[src/rtl/shift_arbiter.sv]
// Round-robin arbiter sharing one left/right shift datapath between two requesters.
// The result is registered once and delivered on a single valid/ready stream tagged with the requester ID.

module shift_left #(
  parameter int N  = 8,
  parameter int SW = $clog2(N) + 1
) (
  input  logic [N-1:0]  din,
  input  logic [SW-1:0] shift_n,
  output logic [N-1:0]  dout
);
  // Amounts of N or more flush every bit out.
  assign dout = (shift_n >= SW'(N)) ? '0 : (din << shift_n);
endmodule

module shift_right #(
  parameter int N  = 8,
  parameter int SW = $clog2(N) + 1
) (
  input  logic [N-1:0]  din,
  input  logic [SW-1:0] shift_n,
  output logic [N-1:0]  dout
);
  assign dout = (shift_n >= SW'(N)) ? '0 : (din >> shift_n);
endmodule

module shift_arbiter #(
  parameter int N  = 8,
  parameter int SW = $clog2(N) + 1
) (
  input  logic          clk,
  input  logic          rst,
  input  logic          req0_valid,
  output logic          req0_ready,
  input  logic [N-1:0]  req0_din,
  input  logic [SW-1:0] req0_shift,
  input  logic          req0_left,
  input  logic          req1_valid,
  output logic          req1_ready,
  input  logic [N-1:0]  req1_din,
  input  logic [SW-1:0] req1_shift,
  input  logic          req1_left,
  output logic          out_valid,
  input  logic          out_ready,
  output logic [N-1:0]  out_data,
  output logic          out_id,
  output logic [15:0]   grant_cnt0,
  output logic [15:0]   grant_cnt1
);
  // Handshake: a transfer happens on a rising edge where valid and ready are both high.
  // Ready is only offered to the granted requester and only when the output register can load.
  localparam logic [0:0] EMPTY = 1'b0;
  localparam logic [0:0] FULL  = 1'b1;

  logic [0:0]    state;
  logic          last_grant;
  logic          grant_valid;
  logic          grant_id;
  logic          can_load;
  logic          accept;
  logic [N-1:0]  sel_din;
  logic [SW-1:0] sel_shift;
  logic          sel_left;
  logic [N-1:0]  shl_out;
  logic [N-1:0]  shr_out;
  logic [N-1:0]  shifted;

  assign out_valid   = (state == FULL);
  assign can_load    = !out_valid || out_ready;
  assign grant_valid = req0_valid || req1_valid;

  // On a tie the requester that did not win last time is favoured.
  always_comb begin
    grant_id = 1'b0;
    if (req0_valid && req1_valid) grant_id = ~last_grant;
    else if (req1_valid)          grant_id = 1'b1;
  end

  assign accept     = grant_valid && can_load;
  assign req0_ready = grant_valid && !grant_id && can_load;
  assign req1_ready = grant_valid &&  grant_id && can_load;

  assign sel_din   = grant_id ? req1_din   : req0_din;
  assign sel_shift = grant_id ? req1_shift : req0_shift;
  assign sel_left  = grant_id ? req1_left  : req0_left;

  shift_left  #(.N(N), .SW(SW)) u_shl (.din(sel_din), .shift_n(sel_shift), .dout(shl_out));
  shift_right #(.N(N), .SW(SW)) u_shr (.din(sel_din), .shift_n(sel_shift), .dout(shr_out));

  assign shifted = sel_left ? shl_out : shr_out;

  always_ff @(posedge clk or posedge rst) begin
    if (rst) begin
      state      <= EMPTY;
      out_data   <= '0;
      out_id     <= 1'b0;
      last_grant <= 1'b1;
      grant_cnt0 <= 16'd0;
      grant_cnt1 <= 16'd0;
    end else if (accept) begin
      state      <= FULL;
      out_data   <= shifted;
      out_id     <= grant_id;
      last_grant <= grant_id;
      if (!grant_id && grant_cnt0 != 16'hFFFF) grant_cnt0 <= grant_cnt0 + 16'd1;
      if ( grant_id && grant_cnt1 != 16'hFFFF) grant_cnt1 <= grant_cnt1 + 16'd1;
    end else if (out_ready) begin
      state <= EMPTY;
    end
  end
endmodule

[config.mk]
export PLATFORM = sky130hd
export DESIGN_NAME = shift_arbiter
export DESIGN_NICKNAME = d
export VERILOG_FILES = /design/src/rtl/shift_arbiter.sv
export SDC_FILE = /design/constraint.sdc
export NUM_CORES = 1
export LEC_CHECK = 0
export CORE_MARGIN = 2
export CORE_UTILIZATION = 46
export CTS_BUF_LIST = sky130_fd_sc_hd__clkbuf_4
export DETAILED_ROUTE_END_ITERATION = 10
export PLACE_DENSITY = 0.79
export SLEW_MARGIN = 25
export SYNTH_ARGS = -nofsm -noshare
export SYNTH_HDL_FRONTEND = slang
export SYNTH_HIERARCHICAL = 1
export SYNTH_SLANG_ARGS = --single-unit
[constraint.sdc]
create_clock -name clk -period 2.1 [get_ports clk]
set_input_delay 0.42 -clock clk [delete_from_list [all_inputs] [get_ports clk]]
set_output_delay 0.42 -clock clk [all_outputs]
set_load 0.01 [all_outputs]
# After elaboration in Yosys (flattened, before gate mapping)
# Cells that the tools add are included.
[word_totals]
reg_bits = 43
inputBits = 31
output_inout_bits = 44
wordCells = 39
[op_classes]
n_addsub = 2
order_cmp = 1
n_eq_ne = 2
shifts = 2
muxes = 10
n_bitwise = 1
n_reduce_logical = 15
[op_table]
columns = ["operator", "count"]
rows = [
  ["16-bit by 1-bit adder with 16-bit output, second input constant", 2],
  ["8-bit two-way mux", 4],
  ["16-bit != test, second input constant", 2],
  ["1-bit logical AND", 8],
  ["8-bit by 4-bit left shift with 8-bit output", 1],
  ["8-bit by 4-bit right shift with 8-bit output", 1],
  ["1-bit two-way mux", 5],
  ["4-bit >= comparator, second input constant", 1],
  ["4-bit two-way mux", 1],
  ["2-bit AND reduction", 2],
  ["1-bit logical NOT", 2],
  ["1-bit logical OR", 2],
  ["2-bit nonzero test", 1],
  ["1-bit inverter", 1],
]

# Logic depth before layout (Yosys ltp)
# Gate-level depths: netlist (run 1).
[depth]
depth_word = 6
depth_mapped = 9

# By module
# Netlist (run 1), hierarchy kept.
[modules_own_cells]
columns = ["mod", "n_inst", "cells_per_inst", "area_per_inst_um2", "seq_area_each_um2"]
rows = [
  ["shift_arbiter", 1, 212, 2308.5, 1077.3],
  ["shift_right", 1, 34, 259.0, 0.0],
  ["shift_left", 1, 34, 252.7, 0.0],
]

# Worst setup path after synthesis (run 1)
# OpenSTA, ideal clock, no wires.
[synth_path]
path_kind = "input to register"
start = "input req1_valid"
end = "register out_data[6]"
setup_ns = 0.077
t_arrival_ns = 2.304
required_ns = 2.023
path_slack_ns = -0.282
cell_stages = 9
path_cell_list = "a21boi_4 buf_2 mux2_2 buf_6 mux2i_1 mux4_2 nor2_1 mux2i_1 a21oi_1"
[synth_between]
elab_chain_cells = 6
word_cells_on_any_way = 14
cone_classes = "order compare (1); shift (2); mux (8); reduce/logical (3)"
[synth_lines]
columns = ["item", "line_no", "text"]
rows = [
  ["from (decl)", "38", "input logic req1_valid,"],
  ["1-bit two-way mux or 1-bit logical AND (tied branches)", "76, 75", ""],
  ["1-bit two-way mux *", "75", "if (req0_valid && req1_valid) grant_id = ~last_grant;"],
  ["4-bit two-way mux *", "84", "assign sel_shift = grant_id ? req1_shift : req0_shift;"],
  ["net sel_shift[1]", "62", "logic [SW-1:0] sel_shift;"],
  ["8-bit by 4-bit left shift with 8-bit output or 4-bit >= comparator (tied branches)", "13", "assign dout = (shift_n >= SW'(N)) ? '0 : (din << shift_n);"],
  ["8-bit two-way mux *", "13", ""],
  ["net shl_out[6]", "64", "logic [N-1:0] shl_out;"],
  ["8-bit two-way mux *", "90", "assign shifted = sel_left ? shl_out : shr_out;"],
  ["to (signal assigned)", "102", "out_data <= shifted;"],
  ["to (decl)", "45", "output logic [N-1:0] out_data,"],
]
# The timed path passes the listed nets; every way through them passes the cells marked *.
# A chain may end at the register's enable or synchronous reset.

# Worst setup path after layout (run 1)
[layout_path]
start = "register last_grant"
end = "register out_data[6]"
[layout_between]
elab_chain_cells = 6
word_cells_on_any_way = 11
cone_classes = "order compare (1); shift (2); mux (7); bitwise (1)"
[layout_lines]
columns = ["item", "line_no", "text"]
rows = [
  ["from (decl)", "56", "logic last_grant;"],
  ["from (signal assigned)", "104", "last_grant <= grant_id;"],
  ["1-bit inverter", "75", ""],
  ["1-bit two-way mux", "75", ""],
  ["8-bit two-way mux", "83", "assign sel_din = grant_id ? req1_din : req0_din;"],
  ["net sel_din[4]", "61", "logic [N-1:0] sel_din;"],
  ["8-bit by 4-bit left shift with 8-bit output", "13", ""],
  ["8-bit two-way mux", "13", ""],
  ["net shl_out[6]", "64", ""],
  ["8-bit two-way mux", "90", ""],
]
# The timed path passes the listed nets, and every way through them passes these cells.

==> summary.md, run 1 <==
| Metric | Value |
|---|---|
| Core Rows | 28 |
| Sequential share of power | 0.415 |
| Utilization after layout | 0.702 |
| Number of diodes | 0 |
| Die footprint | 0.00677 mm2 |
| Sw Share | 0.355 |
| Mapped Area | 0.00282 mm2 |
| Drt wl/cell | 16.1 um |
| Cell Area, Placed | 0.00388 mm2 |
| DIE WIDTH | 82.3 um |
| Cells after DPL | 452 |
| Yosys Warn Count | 6 |
| CP Cell Sequence | a21boi_4, buf_6, buf_4, mux2_4, mux2i_2, mux4_2, nor2_2, mux2i_1, a21oi_1 |
| Vias in the first global route | 2619 |
| Via count | 2633 |
| WL final | 7540 um |
| Fin Clk Skew | 0.00710 ns |
| Clk sinks | 43 |
| RSZ-0062 raised after global routing | true |
| CTS Buf Count | 5 |
| Hpwl dp | 5360 um |
| Crit Path Category | register to register |
| DRT Pass-1 Iters | 4 |
| Initial DRC Count | 154 |
| Pin count of the biggest net entering global routing | 44 |
| FILL cells | 433 |
| Max FO, Critical Path | 6 |
| Final worst-path cycle share | 1.06 |
| Max-Cap Viols | 0 |
| Combinational power share | 0.439 |
| Nets@finish | 425 |
| Slew of the pin with the lowest slew margin | 1.03 ns |
| Setup Viol. Count Final | 7 |
| Static Leak | 0.00188 uW |
| Crit path DAT | 2.43 ns |
| Cell area after layout | 0.00416 mm2 |
| CTS tree | built |
| Tot GR Track Use | 0.233 |
| CP peak stage delay | 0.58 ns |
| Worst slack at placement | -0.788 ns |
| CP required | 2.31 ns |
| I/O Buffers | 74 |
| # IOs | 75 |
| Vias per cell | 5.63 |
| Synth top area cells | dfrtp_1 37%, mux2_2 7.6%, mux2i_1 7.5%, xor2_1 7.1%, nor2_1 4.0% |
| Pint | 1860 uW |
| Setup crit start kind | register |
| Core area | 0.00592 mm2 |
| H-tree Lvls | 2 |
| Grt total ovfl | 0 |
| Slew Limit Fails | 0 |
| Initial antenna violation count | 0 |
| Area grow syn2layout | 47.4% |
| Mapped Nets | 313 |
| CTS root buf | clkbuf_4 |
| Synthesized flop and latch total | 43 |
| Most common cell after layout, fill and taps aside | clkdlybuf4s50_1 |
| Post-route minimum period | 2.22 ns |
| Slowest cell on the critical path | dfstp_2 |
| Synth top area share | 0.373 |
| Worst setup margin | -0.122 ns |
| Clk pin slew, worst setup/hold paths | 0.13 ns |
| Sw Pwr | 1020 uW |
| Failing checks | setup timing |
| Die Ht | 82.3 um |
| Initial Util | 0.476 |
| Register area share after synthesis | 0.382 |
| Most frequent cells in the layout | 70 x clkdlybuf4s50_1, 42 x dfrtp_1, 30 x buf_4 |
| Status | finished with violations |
| Layout cells sized above 1 | 0.282 |
| HP Class | primary input to async pin |
| Critical path's top delay family | multiplexers |
| Yosys top cell by area | dfrtp_1 |
| Remaining antenna violation count | 0 |
| Final hold viol count | 0 |
| Layout Cells excl Fill | 468 |
| Unique masters post-synth | 48 |
| Relative slew slack | 0.310 |
| First-pass GRT wire length | 12100 um |
| Clk_lat worst skew | 0.35 ns |
| Clock buffer depth | 2 |
| Fmax | 450 MHz |
| Critical Path End Type | register |
| Buf+Inv Stages, Crit Path | 2 |
| PwrDens | 692 mW/mm2 |
| VDD IR max | 0.423 mV |
| Gate count after technology mapping | 280 |
| Routability congestion estimate | 0.844 |
| Drc violations | 0 |
| Mean Syn Cell Area | 10.1 um2 |
| Clock share of power | 0.146 |
## path summary, 6_finish.rpt
kind / from / end / slack, ns / cells after the start
worst max register to register: last_grant / out_data[6] / -0.12 / 9
worst min register to register: grant_cnt0[15] / grant_cnt0[15] / 0.50 / 1
max in group asynchronous: rst / last_grant / 1.43 / 3
worst min-delay path: rst / grant_cnt0[6] / 0.41 / 3
worst max-delay path: last_grant / out_data[6] / -0.12 / 9
min in group clk: grant_cnt0[15] / grant_cnt0[15] / 0.50 / 1
## routing by layer
metal,track usage,up-vias,wire (um)
met2,0.408,94,3820
met4,0.105,0,198
met3,0.0337,14,401
met5,0,-,0
met1,0.283,1285,3120
li1,-,1240,-
## final cells by class
class,instances,area [um2],area share
inverters,9,33.8,0.00813
multi-input cells,223,1850,0.445
clock buffers,6,45.0,0.0108
well taps,75,93.8,0.0226
flip-flops and latches,43,1080,0.259
clock inverters,2,12.5,0.00301
repair buffers,110,1040,0.251
## synth_stat cells, drive strengths merged
cell	number
dfrtp	42
nor2	31
xor2	23
mux2i	22
mux2	21
nand2	19
a21oi	12
nor3	12
nand4	10
inv	9
nand3	7
nor4	7
a211oi	6
and3	6
nand2b	6
and2	5
buf	5
nor3b	4
o32ai	4
or2	4
clkbuf	3
a2111oi	2
and4	2
ha	2
mux4	2
nor2b	2
o21ai	2
o22ai	2
o31ai	2
a21boi	1
a2bb2oi	1
and2b	1
dfstp	1
nand4b	1
xnor2	1
## power groups by stage
stage / sequential, uW / clock, uW / combinational [uW]
finish: 1190 / 421 / 1260
detailed placement: 1210 / 0 / 1150
global placement: 1200 / 0 / 1130
CTS: 1190 / 429 / 1230
floorplan: 1240 / 0 / 539
global route: 1220 / 465 / 1360
## repair_timing
action	CTS	global route
setup buffers	4	1
hold buffers	0	0
pin swaps	8	4
cloned	3	0
resized for setup	33	10
endpoints found under the setup margin	10	9
## per-stage QoR
step	total power (uW)	setup TNS, ns	hold WS [ns]
2_1_floorplan	1780	-0.609	0.484
3_3_place_gp	2320	-7.74	0.472
3_5_place_dp	2360	-8.83	0.481
4_1_cts	2850	-0.494	0.414
5_1_grt	3050	-1.35	0.423
6_report	2880	-0.628	0.405
## flip-flops by register name, summed over array words and instances, names as in the netlist
name / flops
grant_cnt0: 16
grant_cnt1: 16
out_data: 8
last_grant: 1
out_id: 1
out_valid: 1
## kinds of logic after synthesis
| group | Yosys count | share of synthesized area |
|---|---|---|
| buffers and inverters | 17 | 0.0293 |
| AOI/OAI and AO/OA | 32 | 0.0847 |
| adders and majority gates | 2 | 0.00887 |
| xor gates and xnor gates | 24 | 0.0745 |
| DFF | 43 | 0.382 |
| and+or+nand+nor | 117 | 0.236 |
| muxes | 45 | 0.185 |
## worst min-delay path: cells and delay by family
family	cells	cell delay [ns]
buffers and inverters	3	0.73
No activity file was read; power rests on OpenSTA's default activity.
==> inputs of run 2 (changes only) <==
--- a/config.mk
+++ b/config.mk
@@ -9,7 +9,7 @@
 export CORE_UTILIZATION = 46
 export CTS_BUF_LIST = sky130_fd_sc_hd__clkbuf_4
 export DETAILED_ROUTE_END_ITERATION = 10
-export PLACE_DENSITY = 0.79
+export PLACE_DENSITY_LB_ADDON = 0.3
 export SLEW_MARGIN = 25
 export SYNTH_ARGS = -nofsm -noshare
 export SYNTH_HDL_FRONTEND = slang
==> run 2 against run 1 <==
- routed wire length increased by 3.0%
- cell count decreased by 1.1%
- the flow still finishes with violations (setup timing)
- global-route usage increased by 0.57 points
- total power increased by 4.6%
- via count decreased by 1.2%
- register-to-register slack improved by 0.04 ns
- critical endpoint is now out_data[7]
- largest cell class unchanged
- clock power increased by 28%
==> summary.md, run 2 (synthesis results as in run 1) <==
| Metric | Value |
|---|---|
| Status | finished with violations |
| Failing checks | setup timing |
| Core area | 0.00592 mm2 (unchanged) |
| RSZ-0062 raised after global routing | true |
| Slew Limit Fails | 0 (unchanged) |
| CP Cell Sequence | a21boi_4, buf_12, buf_8, mux2_4, mux2_4, mux2i_4, o32ai_2, mux2i_1, a21oi_1 |
| Clk sinks | 43 (unchanged) |
| Hpwl dp | 5510 um (+2.9%) |
| Setup TNS | -0.391 ns (+0.236 ns) |
| Cells after DPL | 447 (-1.1%) |
| Cell area after layout | 0.00419 mm2 (+0.75%) |
| Drc violations | 0 (unchanged) |
| HP Class | primary input to async pin |
| Via count | 2601 (-1.2%) |
| Clock buffer depth | 2 (unchanged) |
| Nets@finish | 420 (-1.2%) |
| Reg2reg path depth | 9 (unchanged) |
| # IOs | 75 (unchanged) |
| Crit path DAT | 2.40 ns (-0.03 ns) |
| I/O Buffers | 74 (unchanged) |
| CTS tree | built |
| Routability congestion estimate | 0.813 (-3.7%) |
| Core Rows | 28 (unchanged) |
| Initial antenna violation count | 0 (unchanged) |
| Fmax | 459 MHz (+1.9%) |
| Drt wl/cell | 16.8 um (+4.1%) |
| R2r setup slk | -0.08 ns (+0.04 ns) |
| Most frequent cells in the layout | 70 x clkdlybuf4s50_1, 42 x dfrtp_1, 25 x nor2_1 |
| Max-Cap Viols | 0 (unchanged) |
| Layout cells sized above 1 | 0.278 (-0.00409) |
| CP required | 2.32 ns (about the same) |
| Pin count of the biggest net entering global routing | 44 (unchanged) |
| WL final | 7760 um (+3.0%) |
| Grt total ovfl | 0 (unchanged) |
| Most common cell after layout, fill and taps aside | clkdlybuf4s50_1 |
| Slew of the pin with the lowest slew margin | 0.633 ns (-0.398 ns) |
| Cell mode on critical path | mux2_4 |
| Max FO, Critical Path | 6 (unchanged) |
| CTS Buf Count | 5 (unchanged) |
| Remaining antenna violation count | 0 (unchanged) |
| CTS root buf | clkbuf_4 |
| Reg2reg end | out_data[7] |
| Vias per cell | 5.62 (-0.15%) |
| Fin Clk Skew | 0.0229 ns (+0.0158 ns) |
| DIE WIDTH | 82.3 um (unchanged) |
| Number of diodes | 0 (unchanged) |
| Initial Util | 0.476 (unchanged) |
| Clk_lat worst skew | 0.36 ns (about the same) |
| Setup crit start kind | register |
| Worst slack at placement | -0.721 ns (+0.0671 ns) |
| Slowest cell on the critical path | dfstp_2 |
| RR Startpoint | last_grant |
| DRT Pass-1 Iters | 5 (+1) |
| Vias in the first global route | 2654 (+1.3%) |
| Initial DRC Count | 115 (-25%) |
| Cell Area, Placed | 0.00385 mm2 (-0.97%) |
| Worst setup margin | -0.0802 ns (+0.0416 ns) |
| Final worst-path cycle share | 1.04 (-0.0198) |
| Setup Viol. Count Final | 7 (unchanged) |
| Post-route minimum period | 2.18 ns (-0.0416 ns) |
| H-tree Lvls | 2 (unchanged) |
| Utilization after layout | 0.708 (+0.00528) |
| Crit Path Category | register to register |
| Tot GR Track Use | 0.239 (+0.00571) |
| VDD IR max | 0.476 mV (+12%) |
| Clk pin slew, worst setup/hold paths | 0.15 ns (+0.02 ns) |
| Relative slew slack | 0.577 (+0.268) |
| Static Leak | 0.00191 uW (+1.5%) |
| Layout Cells excl Fill | 463 (-1.1%) |
| Area grow syn2layout | 48.5% |
| First-pass GRT wire length | 12600 um (+3.8%) |
| Critical Path End Type | register |
| Biggest regs | grant_cnt0: 16 flops, grant_cnt1: 16 flops, out_data: 8 flops |
| Final hold viol count | 0 (unchanged) |
| Die footprint | 0.00677 mm2 (unchanged) |
| PwrDens | 718 mW/mm2 (+3.8%) |
| Die Ht | 82.3 um (unchanged) |
| CP peak stage delay | 0.58 ns (about the same) |
-- run 2: critical path: cells and delay by family, from the launching register on --
family,cells,cell delay (ns)
muxes,4,0.95
AOI/OAI and AO/OA,3,0.25
DFF,1,0.58
buffers and inverters,2,0.27
-- run 2: area by class of cell --
type	count	area, um2
Timing Repair Buffer	105	1020
Sequential cell	43	1080
Clock buffer	5	37.5
Clock inverter	3	43.8
Multi-Input combinational cell	223	1880
Tap cell	75	93.8
Fill cell	453	1730
Inverter	9	33.8
-- run 2: per-stage QoR --
| step | power [uW] | hold WS (ns) |
|---|---|---|
| after global placement | 2320 | 0.478 |
| final | 3010 | 0.378 |
| after floorplan | 1780 | 0.484 |
| after global routing | 3190 | 0.387 |
| after CTS | 2990 | 0.384 |
| after detailed placement | 2360 | 0.483 |
-- run 2: how the worst max path moves through the flow --
stage	start	endpoint	slack, ns	depth (start not counted)
3_3_place_gp	req1_valid	out_data[7]	-0.63	9
5_1_grt	last_grant	out_data[6]	-0.19	10
6_report	last_grant	out_data[7]	-0.08	9
3_5_place_dp	req1_valid	out_data[7]	-0.72	9
4_1_cts	last_grant	out_data[0]	-0.09	9
2_1_floorplan	req1_valid	out_data[6]	-0.13	9
-- run 2: per-layer routing --
metal | track usage | wire, um | up-vias
met5 | 0 | 0 | -
met4 | 0.0683 | 105 | 0
met3 | 0.0391 | 319 | 10
met2 | 0.409 | 3970 | 74
met1 | 0.311 | 3360 | 1281
li1 | - | - | 1236
-- run 2: what timing repair did --
item                       CTS  global route
pin swaps                    9             7
setup endpoints to repair   10            10
resized for setup           38            15
setup buffers                5             0
hold endpoints to repair     0             0
hold buffers                 0             0
gates cloned                 3             0
-- run 2: report_power, final --
part	internal, uW	leakage (uW)	switching, uW
combinational	735	0.00133	542
sequential	988	0.000534	205
clock	251	0.0000452	288
total	1970	0.00191	1030
==> inputs of run 3 (changes only) <==
--- a/config.mk
+++ b/config.mk
@@ -5,11 +5,10 @@
 export SDC_FILE = /design/constraint.sdc
 export NUM_CORES = 1
 export LEC_CHECK = 0
-export CORE_MARGIN = 2
-export CORE_UTILIZATION = 46
-export CTS_BUF_LIST = sky130_fd_sc_hd__clkbuf_4
+export CORE_UTILIZATION = 44
 export DETAILED_ROUTE_END_ITERATION = 10
 export PLACE_DENSITY_LB_ADDON = 0.3
+export SKIP_LAST_GASP = 1
 export SLEW_MARGIN = 25
 export SYNTH_ARGS = -nofsm -noshare
 export SYNTH_HDL_FRONTEND = slang
==> run 3 against run 2 <==
- the flow still finishes with violations (setup timing)
- combinational power barely moved
- register-to-register slack got worse by 0.02 ns
- first-iteration DRC count fell by 15%
- critical path type unchanged
==> summary.md, run 3 (synthesis results as in run 1) <==
| Metric | Value |
|---|---|
| CTS hold repair buffers | 0 (unchanged) |
| Clk_lat worst skew | 0.31 ns (-0.05 ns) |
| CP Cell Sequence | a21boi_4, buf_12, buf_8, mux2_4, buf_6, mux2i_2, mux4_2, nor2_1, mux2i_1, a21oi_1 |
| GRT Max-Usage Layer | met2 |
| I/O Buffers | 74 (unchanged) |
| Crit. path cell count | 10 (+1) |
| Critical Path End Type | register |
| First-pass GRT wire length | 12400 um (-1.6%) |
| Worst setup margin | -0.0966 ns (-0.0164 ns) |
| Fmax | 455 MHz (-0.75%) |
| Relative slew slack | 0.338 (-0.239) |
| Core Rows | 28 (unchanged) |
| Tot GR Track Use | 0.245 (+0.00591) |
| WL final | 7720 um (-0.50%) |
| CP peak stage delay | 0.56 ns (-0.02 ns) |
| Met2 usage | 0.420 (+0.0110) |
| RSZ-0062 raised after global routing | true |
| Slew of the pin with the lowest slew margin | 0.989 ns (+0.355 ns) |
| R2r setup slk | -0.1 ns (-0.02 ns) |
| Core area | 0.00606 mm2 (+2.4%) |
| Vias per cell | 5.54 (-1.4%) |
| Max-Cap Viols | 0 (unchanged) |
| HP Class | primary input to async pin |
| Worst slack at placement | -0.698 ns (+0.0228 ns) |
| Max FO, Critical Path | 5 (-1) |
| Slew Limit Fails | 0 (unchanged) |
| PwrDens | 711 mW/mm2 (-1.0%) |
| Via count | 2599 (-0.077%) |
| Nets@finish | 426 (+1.4%) |
| Routability congestion estimate | 0.932 (+15%) |
| Clock buffer depth | 2 (unchanged) |
| Area grow syn2layout | 49.9% |
| # IOs | 75 (unchanged) |
| Number of diodes | 0 (unchanged) |
| H-tree Lvls | 2 (unchanged) |
| Drc violations | 0 (unchanged) |
| Initial antenna violation count | 0 (unchanged) |
| Hpwl dp | 5390 um (-2.2%) |
| Clk pin slew, worst setup/hold paths | 0.09 ns (-0.06 ns) |
| Initial DRC Count | 98 (-15%) |
| Initial Util | 0.465 (-0.0110) |
| Crit Path Category | register to register |
| Setup crit start kind | register |
| CTS root buf | clkbuf_8 |
| Failing checks | setup timing |
| Buf+Inv Stages, Crit Path | 3 (+1) |
| Grt total ovfl | 0 (unchanged) |
| Critical path's top delay family | multiplexers |
| Slowest cell on the critical path | dfstp_2 |
| CTS tree | built |
| Setup Viol. Count Final | 8 (+1) |
| Static Leak | 0.00193 uW (+0.99%) |
| Final hold viol count | 0 (unchanged) |
| Min Hold Slack | 0.465 ns (+0.0873 ns) |
| Drt wl/cell | 16.5 um (-1.8%) |
| Most common cell after layout, fill and taps aside | clkdlybuf4s50_1 |
| CTS Buf Count | 5 (unchanged) |
| DRT Pass-1 Iters | 4 (-1) |
| CP required | 2.25 ns (-0.07 ns) |
| Layout Cells excl Fill | 469 (+1.3%) |
| Die Ht | 82.1 um (-0.29%) |
| Status | finished with violations |
| Remaining antenna violation count | 0 (unchanged) |
| Post-route minimum period | 2.20 ns (+0.0164 ns) |
| Reg2reg path depth | 10 (+1) |
| Layout cells sized above 1 | 0.284 (+0.00591) |
| Fin Clk Skew | 0.0124 ns (-0.0106 ns) |
| Met1 Use GR | 0.306 (-0.00483) |
| Vias in the first global route | 2617 (-1.4%) |
| Biggest regs | grant_cnt0: 16 flops, grant_cnt1: 16 flops, out_data: 8 flops |
| Final worst-path cycle share | 1.05 (+0.00781) |
| Crit path DAT | 2.34 ns (-0.06 ns) |
| DIE WIDTH | 82.1 um (-0.29%) |
| Clk sinks | 43 (unchanged) |
| Cells after DPL | 449 (+0.45%) |
| Pin count of the biggest net entering global routing | 44 (unchanged) |
| Most frequent cells in the layout | 70 x clkdlybuf4s50_1, 42 x dfrtp_1, 28 x buf_4 |
| Global-route met3 utilization | 0.0400 (+0.000870) |
| Die footprint | 0.00673 mm2 (-0.58%) |
| VDD IR max | 0.444 mV (-6.6%) |
[run 3: cell count changes in the layout (fill, tap and decap cells not counted), moves of 3 or more]
cell      before  now
inv_1          6    9
mux2i_2        1    4
buf_4         22   28
mux2i_1       18   15
clkbuf_8       0    5
clkbuf_4       5    0
[run 3: power by group]
group | internal, uW | switching (uW)
Combinational | 742 | 545
Clock | 228 | 297
Sequential | 989 | 204
Total | 1960 | 1050
[run 3: worst paths after layout]
| kind | startpoint | endpoint |
|---|---|---|
| setup reg to reg | last_grant | out_data[6] |
| hold reg to reg | grant_cnt0[15] | grant_cnt0[15] |
| hold / removal | rst | grant_cnt0[1] |
| setup / recovery | last_grant | out_data[6] |
| max in group asynchronous | rst | last_grant |
| min in group clk | grant_cnt0[15] | grant_cnt0[15] |
[run 3: area by class of cell]
class	count	area [um2]
multi-input combinational	223	1860
fill	454	1830
sequential	43	1080
timing repair buffer	111	1070
tap	75	93.8
clock buffer	5	68.8
inverter	9	33.8
clock inverter	3	15.0
[run 3: worst min-delay path, cell delays in order]
cell and delay (ns):
clkdlybuf4s50_1 0.39, inv_1 0.09, buf_12 0.25
[run 3: per-stage QoR]
stage	util	setup TNS (ns)	instance area, um2	total power [uW]
global placement	0.637	-5.79	3860	2320
floorplan	-	-0.609	2870	1780
global route	0.697	-1.18	4230	3190
detailed placement	0.637	-6.74	3860	2360
finish	0.697	-0.443	4230	3000
CTS	0.689	-0.445	4180	2980
[run 3: layer usage]
metal	part of all wire	wire, um	up-vias
li1	-	-	1243
met1	0.43	3330	1266
met2	0.51	3910	76
met3	0.044	339	14
met4	0.018	139	0
met5	0	0	-
[run 3: what timing repair did]
action / CTS / global route
gates resized for setup: 36 / 12
setup buffers: 8 / 1
endpoints found under the setup margin: 10 / 9
gates cloned: 3 / 1
hold endpoints to repair: 0 / 0
pin swaps: 5 / 4
